### src/rtl/sdram_boot_arbiter_pkg.sv
// Shared memory-map definitions for the boot loader and SDRAM arbiter.
// Latency: none (types, constants and pure functions only).
// Backpressure: not applicable.
package amstrad_mem_pkg;

    typedef enum logic [1:0] {
        IDLE = 2'd0,
        PEND = 2'd1,
        WR   = 2'd2
    } ldr_state_t;

    localparam logic [8:0] BANK0_DEF = 9'h000;
    localparam logic [8:0] BANK1_DEF = 9'h100;
    localparam logic [8:0] BANK2_DEF = 9'h107;

    typedef struct packed {
        logic       hit;
        logic [8:0] bank;
    } bank_map_t;

    // Map a 16 KB download chunk number onto its SDRAM bank; chunks past 2 are unmapped.
    function automatic bank_map_t chunk_to_bank(input logic [10:0] chunk,
                                                input logic [8:0]  b0,
                                                input logic [8:0]  b1,
                                                input logic [8:0]  b2);
        bank_map_t m;
        m.hit  = 1'b1;
        m.bank = b0;
        case (chunk)
            11'd0:   m.bank = b0;
            11'd1:   m.bank = b1;
            11'd2:   m.bank = b2;
            default: begin
                m.hit  = 1'b0;
                m.bank = '0;
            end
        endcase
        return m;
    endfunction

endpackage

### src/rtl/sdram_boot_arbiter_boot_loader_fsm.sv
// Boot loader: latches one ROM download byte and writes it into its mapped SDRAM bank.
// Latency: ioctl_wait rises one cycle after the strobe; write occupies the slot after the next clkref.
// Backpressure: ioctl_wait held high until the write slot closes; strobes while busy are dropped and flagged.
module boot_loader_fsm
    import amstrad_mem_pkg::*;
#(
    parameter int         ADDR_W = 23,
    parameter logic [8:0] BANK0  = BANK0_DEF,
    parameter logic [8:0] BANK1  = BANK1_DEF,
    parameter logic [8:0] BANK2  = BANK2_DEF
) (
    input  logic              clk_sys,
    input  logic              reset,
    input  logic              clkref,
    input  logic              rom_dl,
    input  logic              ioctl_wr,
    input  logic [24:0]       ioctl_addr,
    input  logic [7:0]        ioctl_dout,
    output logic              ioctl_wait,
    output logic              ldr_we,
    output logic [ADDR_W-1:0] ldr_addr,
    output logic [7:0]        ldr_din,
    output logic              ldr_idle,
    output logic              err_overrun,
    output logic [7:0]        drop_cnt
);

    ldr_state_t        state, state_nxt;
    logic              we_nxt, wait_nxt, err_nxt;
    logic [ADDR_W-1:0] addr_nxt;
    logic [7:0]        din_nxt, drop_nxt;
    bank_map_t         map;

    assign ldr_idle = (state == IDLE);

    // State and datapath registers; an async reset discards any in-flight byte.
    always_ff @(posedge clk_sys or posedge reset) begin
        if (reset) begin
            state       <= IDLE;
            ldr_we      <= 1'b0;
            ldr_addr    <= '0;
            ldr_din     <= '0;
            ioctl_wait  <= 1'b0;
            err_overrun <= 1'b0;
            drop_cnt    <= '0;
        end else begin
            state       <= state_nxt;
            ldr_we      <= we_nxt;
            ldr_addr    <= addr_nxt;
            ldr_din     <= din_nxt;
            ioctl_wait  <= wait_nxt;
            err_overrun <= err_nxt;
            drop_cnt    <= drop_nxt;
        end
    end

    // Next-state: accept/drop in IDLE, then one clkref to arm and one clkref to finish the write.
    always_comb begin
        state_nxt = state;
        we_nxt    = ldr_we;
        addr_nxt  = ldr_addr;
        din_nxt   = ldr_din;
        wait_nxt  = ioctl_wait;
        err_nxt   = err_overrun;
        drop_nxt  = drop_cnt;
        map       = chunk_to_bank(ioctl_addr[24:14], BANK0, BANK1, BANK2);

        case (state)
            IDLE: begin
                if (ioctl_wr && rom_dl) begin
                    if (map.hit) begin
                        addr_nxt  = ADDR_W'({map.bank, ioctl_addr[13:0]});
                        din_nxt   = ioctl_dout;
                        wait_nxt  = 1'b1;
                        state_nxt = PEND;
                    end else if (drop_cnt != 8'hFF) begin
                        drop_nxt = drop_cnt + 8'd1;
                    end
                end
            end
            PEND: begin
                if (clkref) begin
                    we_nxt    = 1'b1;
                    state_nxt = WR;
                end
            end
            WR: begin
                if (clkref) begin
                    we_nxt    = 1'b0;
                    wait_nxt  = 1'b0;
                    state_nxt = IDLE;
                end
            end
            default: begin
                we_nxt    = 1'b0;
                wait_nxt  = 1'b0;
                state_nxt = IDLE;
            end
        endcase

        // A strobe while a byte is still in flight is lost; remember that it happened.
        if (ioctl_wr && (state != IDLE)) begin
            err_nxt = 1'b1;
        end
    end

endmodule

### src/rtl/sdram_boot_arbiter.sv
// Shares the byte-wide SDRAM port between the ROM boot loader and the CPU; holds the machine in reset during ROM load.
// Latency: CPU path is combinational; loader writes land one to two clkref slots after the strobe.
// Backpressure: loader paced by ioctl_wait; CPU requests are ignored (CPU in reset) while the loader owns the port.
module sdram_boot_arbiter
    import amstrad_mem_pkg::*;
#(
    parameter int         ADDR_W    = 23,
    parameter logic [8:0] BANK0     = 9'h000,
    parameter logic [8:0] BANK1     = 9'h100,
    parameter logic [8:0] BANK2     = 9'h107,
    parameter logic [7:0] ROM_INDEX = 8'd0
) (
    input  logic              clk_sys,
    input  logic              reset,
    input  logic              clkref,
    input  logic              ioctl_download,
    input  logic [7:0]        ioctl_index,
    input  logic              ioctl_wr,
    input  logic [24:0]       ioctl_addr,
    input  logic [7:0]        ioctl_dout,
    output logic              ioctl_wait,
    input  logic              cpu_r,
    input  logic              cpu_w,
    input  logic [ADDR_W-1:0] cpu_a,
    input  logic [7:0]        cpu_din,
    output logic              mem_oe,
    output logic              mem_we,
    output logic [ADDR_W-1:0] mem_addr,
    output logic [7:0]        mem_din,
    output logic [7:0]        rom_mask,
    output logic              hold_reset,
    output logic              err_overrun,
    output logic [7:0]        drop_cnt
);

    logic              rom_dl;
    logic              sel_boot;
    logic              ldr_we, ldr_idle;
    logic [ADDR_W-1:0] ldr_addr;
    logic [7:0]        ldr_din;
    logic [8:0]        cpu_bank;
    bank_map_t         rom_map1, rom_map2;

    assign rom_dl = ioctl_download && (ioctl_index == ROM_INDEX);

    boot_loader_fsm #(
        .ADDR_W (ADDR_W),
        .BANK0  (BANK0),
        .BANK1  (BANK1),
        .BANK2  (BANK2)
    ) u_loader (
        .clk_sys     (clk_sys),
        .reset       (reset),
        .clkref      (clkref),
        .rom_dl      (rom_dl),
        .ioctl_wr    (ioctl_wr),
        .ioctl_addr  (ioctl_addr),
        .ioctl_dout  (ioctl_dout),
        .ioctl_wait  (ioctl_wait),
        .ldr_we      (ldr_we),
        .ldr_addr    (ldr_addr),
        .ldr_din     (ldr_din),
        .ldr_idle    (ldr_idle),
        .err_overrun (err_overrun),
        .drop_cnt    (drop_cnt)
    );

    // Reset request: asserted while a ROM load is active, released on a slot boundary once the loader drains.
    always_ff @(posedge clk_sys or posedge reset) begin
        if (reset) begin
            hold_reset <= 1'b0;
        end else if (rom_dl) begin
            hold_reset <= 1'b1;
        end else if (clkref && ldr_idle) begin
            hold_reset <= 1'b0;
        end
    end

    assign sel_boot = hold_reset;

    // Port mux: loader owns the SDRAM while the machine is held in reset, otherwise the CPU passes straight through.
    always_comb begin
        mem_oe   = cpu_r;
        mem_we   = cpu_w;
        mem_addr = cpu_a;
        mem_din  = cpu_din;
        if (sel_boot) begin
            mem_oe   = 1'b0;
            mem_we   = ldr_we;
            mem_addr = ldr_addr;
            mem_din  = ldr_din;
        end
    end

    // ROM/low-RAM banks read as-is; anything else is unpopulated and reads back as all ones.
    always_comb begin
        cpu_bank = cpu_a[22:14];
        rom_map1 = chunk_to_bank(11'd1, BANK0, BANK1, BANK2);
        rom_map2 = chunk_to_bank(11'd2, BANK0, BANK1, BANK2);
        rom_mask = 8'hFF;
        if ((cpu_bank < 9'h100) ||
            (rom_map1.hit && (cpu_bank == rom_map1.bank)) ||
            (rom_map2.hit && (cpu_bank == rom_map2.bank))) begin
            rom_mask = 8'h00;
        end
    end

endmodule
### config.mk
export PLATFORM = sky130hd
export DESIGN_NAME = sdram_boot_arbiter
export DESIGN_NICKNAME = d
export VERILOG_FILES = /design/src/rtl/sdram_boot_arbiter_pkg.sv /design/src/rtl/sdram_boot_arbiter_boot_loader_fsm.sv /design/src/rtl/sdram_boot_arbiter.sv
export SDC_FILE = /design/constraint.sdc
export NUM_CORES = 1
export LEC_CHECK = 0
export CORE_MARGIN = 10
export CORE_UTILIZATION = 38
export DETAILED_ROUTE_END_ITERATION = 12
export PLACE_DENSITY = 0.91
export SYNTH_ARGS = -nofsm -noshare
export SYNTH_HDL_FRONTEND = slang
export SYNTH_SLANG_ARGS = --single-unit
### constraint.sdc
create_clock -name clk_sys -period 2.4 [get_ports clk_sys]
set_input_delay 0.48 -clock clk_sys [delete_from_list [all_inputs] [get_ports clk_sys]]
set_output_delay 0.48 -clock clk_sys [all_outputs]
set_load 0.02 [all_outputs]
==> reports/qor.yml, run 1 <==
slew_violations: 0
drtIter0Drc: 69
setup_tns_ns: 0
synthCells: 184
grt_usage_pct: 15.9
setup_viol: 0
vias_per_cell: 4.90
final_cell_area_um2: 3720
dieHeight_um: 95.6
power.ir.vdd_worst_v: 0.000296
p_seq_share_pct: 45.2
antenna_found_initial: 0
die_width_um: 95.6
switching_share_pct: 24.3
grt_max_degree: 39
worstPathArrival_ns: 2.51
hold_viol: 0
ys_seq_area_share_pct: 43.8
port_buffers: 130
async_reset_ff_share_pct: 100
worst_slew_pin_slew_ns: 0.493
routed_wirelength_um: 7470
cp_max_fo: 12
clock_sinks: 38
ys_seq_elements: 38
yosysMostFrequentCell: "dfrtp_1"
overflow: 0
yosys-top-cells-count: "38 x dfrtp_1, 31 x mux2_2, 18 x mux2_4, 14 x nand2_1"
rows: 27
min_path_type: "reg -> reg"
finClkSkew_ns: 0.00798
core-area_um2: 5540
relSlewSlack_pct: 66.9
status: "finished clean"
synth_edf_count: 0
cts_tree: "done"
min_path_cells: 1
dp_hpwl_um: 5890
power_density_nw_per_um2: 382
route.vias.total: 1922
synth.distinct_cells: 35
synth_top_area_cell: "dfrtp_1"
antenna_cells: 0
dp_slack_ns: -0.507
die-area_um2: 9140
cp-start-kind: "primary input"
first_global_vias: 2077
grt_pass1_wl_um: 11300
post_cts_buffers: 0
clk_latency_ns: 0.28
clock-root-buffer: "clkbuf_8"
comb_power_share_pct: 23.0
avgSynthCellArea_um2: 11.8
htreeDepth: 2
syn-num-nets: 264
p_leak_nw: 1.63
min_period_over_period_pct: 97.7
first_pass_iters: 4
clock_path_buffers: 2
path_cells: "clkdlybuf4s50_1, or4_4, nor4b_4, nor2b_4, buf_12, mux2_2"
gp_congestion: 0.784
yosys_most_used_dff: "dfrtp_1"
clock.fmax_ghz: 0.426
fin_nets: 399
drc_errors: 0
synthTopCellsByArea: "dfrtp_1 44%, mux2_2 16%, mux2_4 12%"
dpl_cell_area_um2: 3550
r2r_cells: 5
synth.cell_area_um2: 2170
antenna_left: 0
clockPowerShare_pct: 31.7
grt_setup_unrepaired: "yes"
crit_type: "in -> reg"
initial_core_util_pct: 39.2
slowest_delay_ns: 0.55
setup_ws_ns: 0.0546
required_ns: 2.57
cts_made_buffers: 5
yosys_warnings: 0
path_clk_slew_ns: 0.07
yosysTopAreaCellShare_pct: 43.8
slowest_stage: "or4_4"
io-pin-count: 131
drv_cap: 0
synthToLayoutAreaGrowth_pct: 71.1
cp-end-kind: "flip-flop"
final.min_clock_period_ns: 2.35
finalPower_mw: 1.42
p_int_mw: 1.07
avgRoutedWirePerCell_um: 19.1
power_switching_mw: 0.345
drive_gt1_share_pct: 27.5
[worst max-delay path, delay by kind of cell]
kind	cells	cell delay, ns
simple gates	3	1.10
mux	1	0.35
buf+inv	2	0.57
[flip-flops by register name, indices dropped and copies added (netlist names)]
name,cells
u_loader.ldr_we,1
u_loader.ldr_addr,16
hold_reset,1
u_loader.ldr_din,8
u_loader.drop_cnt,8
u_loader.state,2
u_loader.err_overrun,1
u_loader.ioctl_wait,1
[power groups by stage]
| stage | logic, mW | registers (mW) | clock network, mW |
|---|---|---|---|
| 2_1_floorplan | 0.109 | 0.656 | 0 |
| 3_3_place_gp | 0.315 | 0.655 | 0 |
| 4_1_cts | 0.329 | 0.642 | 0.464 |
| 6_report | 0.327 | 0.642 | 0.451 |
| 3_5_place_dp | 0.323 | 0.655 | 0 |
| 5_1_grt | 0.346 | 0.642 | 0.493 |
[worst paths after layout]
kind,end,start,slack [ns]
hold / removal,u_loader.err_overrun$_DFFE_PP0P_,u_loader.err_overrun$_DFFE_PP0P_,0.47
setup / recovery,u_loader.ldr_din[7]$_DFFE_PP0P_,ioctl_addr[22],0.05
max in group asynchronous,u_loader.ldr_din[6]$_DFFE_PP0P_,reset,1.45
setup reg to reg,u_loader.ldr_addr[16]$_DFFE_PP0P_,u_loader.state[0]$_DFFE_PP0P_,0.59
min in group asynchronous,u_loader.ldr_addr[10]$_DFFE_PP0P_,reset,0.62
hold reg to reg,u_loader.err_overrun$_DFFE_PP0P_,u_loader.err_overrun$_DFFE_PP0P_,0.47
[area by class of cell]
cell class                 count  area (um^2)
clock buffer                   6         82.6
clock inverter                 2         12.5
sequential                    38          951
timing repair buffer         142         1450
inverter                       5         18.8
multi-input combinational    127         1120
tap                           72         90.1
fill                         451         1820
[per-layer routing]
metal / global-route usage, % / vias to the layer above / wire length, um / part of all wire (%)
met4: 2.21 / 0 / 31 / 0.41
met2: 31.0 / 64 / 4190 / 56
met5: 0 / - / 0 / 0
li1: - / 915 / - / -
met3: 5.34 / 4 / 621 / 8.3
met1: 16.1 / 939 / 2630 / 35
[cells by family (layout without fill, tap and decap cells)]
| kind of cell | Yosys count | count (layout) | synth area share (%) |
|---|---|---|---|
| AO/OA/AOI/OAI | 16 | 16 | 4.26 |
| flip-flops | 38 | 38 | 43.8 |
| XOR/XNOR | 4 | 4 | 1.61 |
| AND/OR/NAND/NOR | 57 | 57 | 14.9 |
| multiplexers | 49 | 49 | 28.5 |
| adder cells (fa/ha/maj) | 1 | 1 | 0.576 |
| buffers and inverters | 19 | 155 | 6.34 |
[layout by cell type (no fill, tap or decap), types with 2 or more instances in the layout]
cell type | netlist | routed
a21oi_1 | 5 | 5
buf_12 | 2 | 2
buf_4 | 7 | 9
buf_6 | 1 | 8
clkbuf_8 | 0 | 6
clkdlybuf4s50_1 | 0 | 118
dfrtp_1 | 38 | 38
dlygate4sd2_1 | 0 | 2
dlymetal6s2s_1 | 0 | 2
inv_1 | 5 | 5
mux2_2 | 31 | 31
mux2_4 | 18 | 18
nand2_1 | 14 | 14
nand3_1 | 3 | 3
nand4_1 | 4 | 4
nor2_1 | 8 | 8
nor2b_1 | 8 | 8
nor3_1 | 6 | 5
nor4_1 | 3 | 2
o21ai_0 | 6 | 6
or2_2 | 2 | 2
or4_4 | 1 | 3
xnor2_1 | 2 | 2
xor2_1 | 2 | 2
[through the flow]
stage / hold slack [ns] / instances / util, %
after global routing: 0.518 / 392 / 67.1
after floorplan: 0.467 / 184 / -
after global placement: 0.443 / 383 / 64.1
final: 0.466 / 392 / 67.1
after detailed placement: 0.451 / 383 / 64.1
after CTS: 0.474 / 391 / 66.3
[what timing repair did]
action / CTS / global route
gates resized for setup: 54 / 5
cloned: 0 / 1
pin swaps: 2 / 2
setup endpoints to repair: 10 / 13
hold buffers: 0 / 0
endpoints found under the hold margin: 0 / 0
No activity file was read; power rests on OpenSTA's default activity.
==> run 2: changes to the inputs <==
Settings changed: GPL_ROUTABILITY_DRIVEN set to 0, SLEW_MARGIN set to 5.
==> results of run 2 <==
Same layout as run 1: the final DEF is identical, and so are final timing and power.
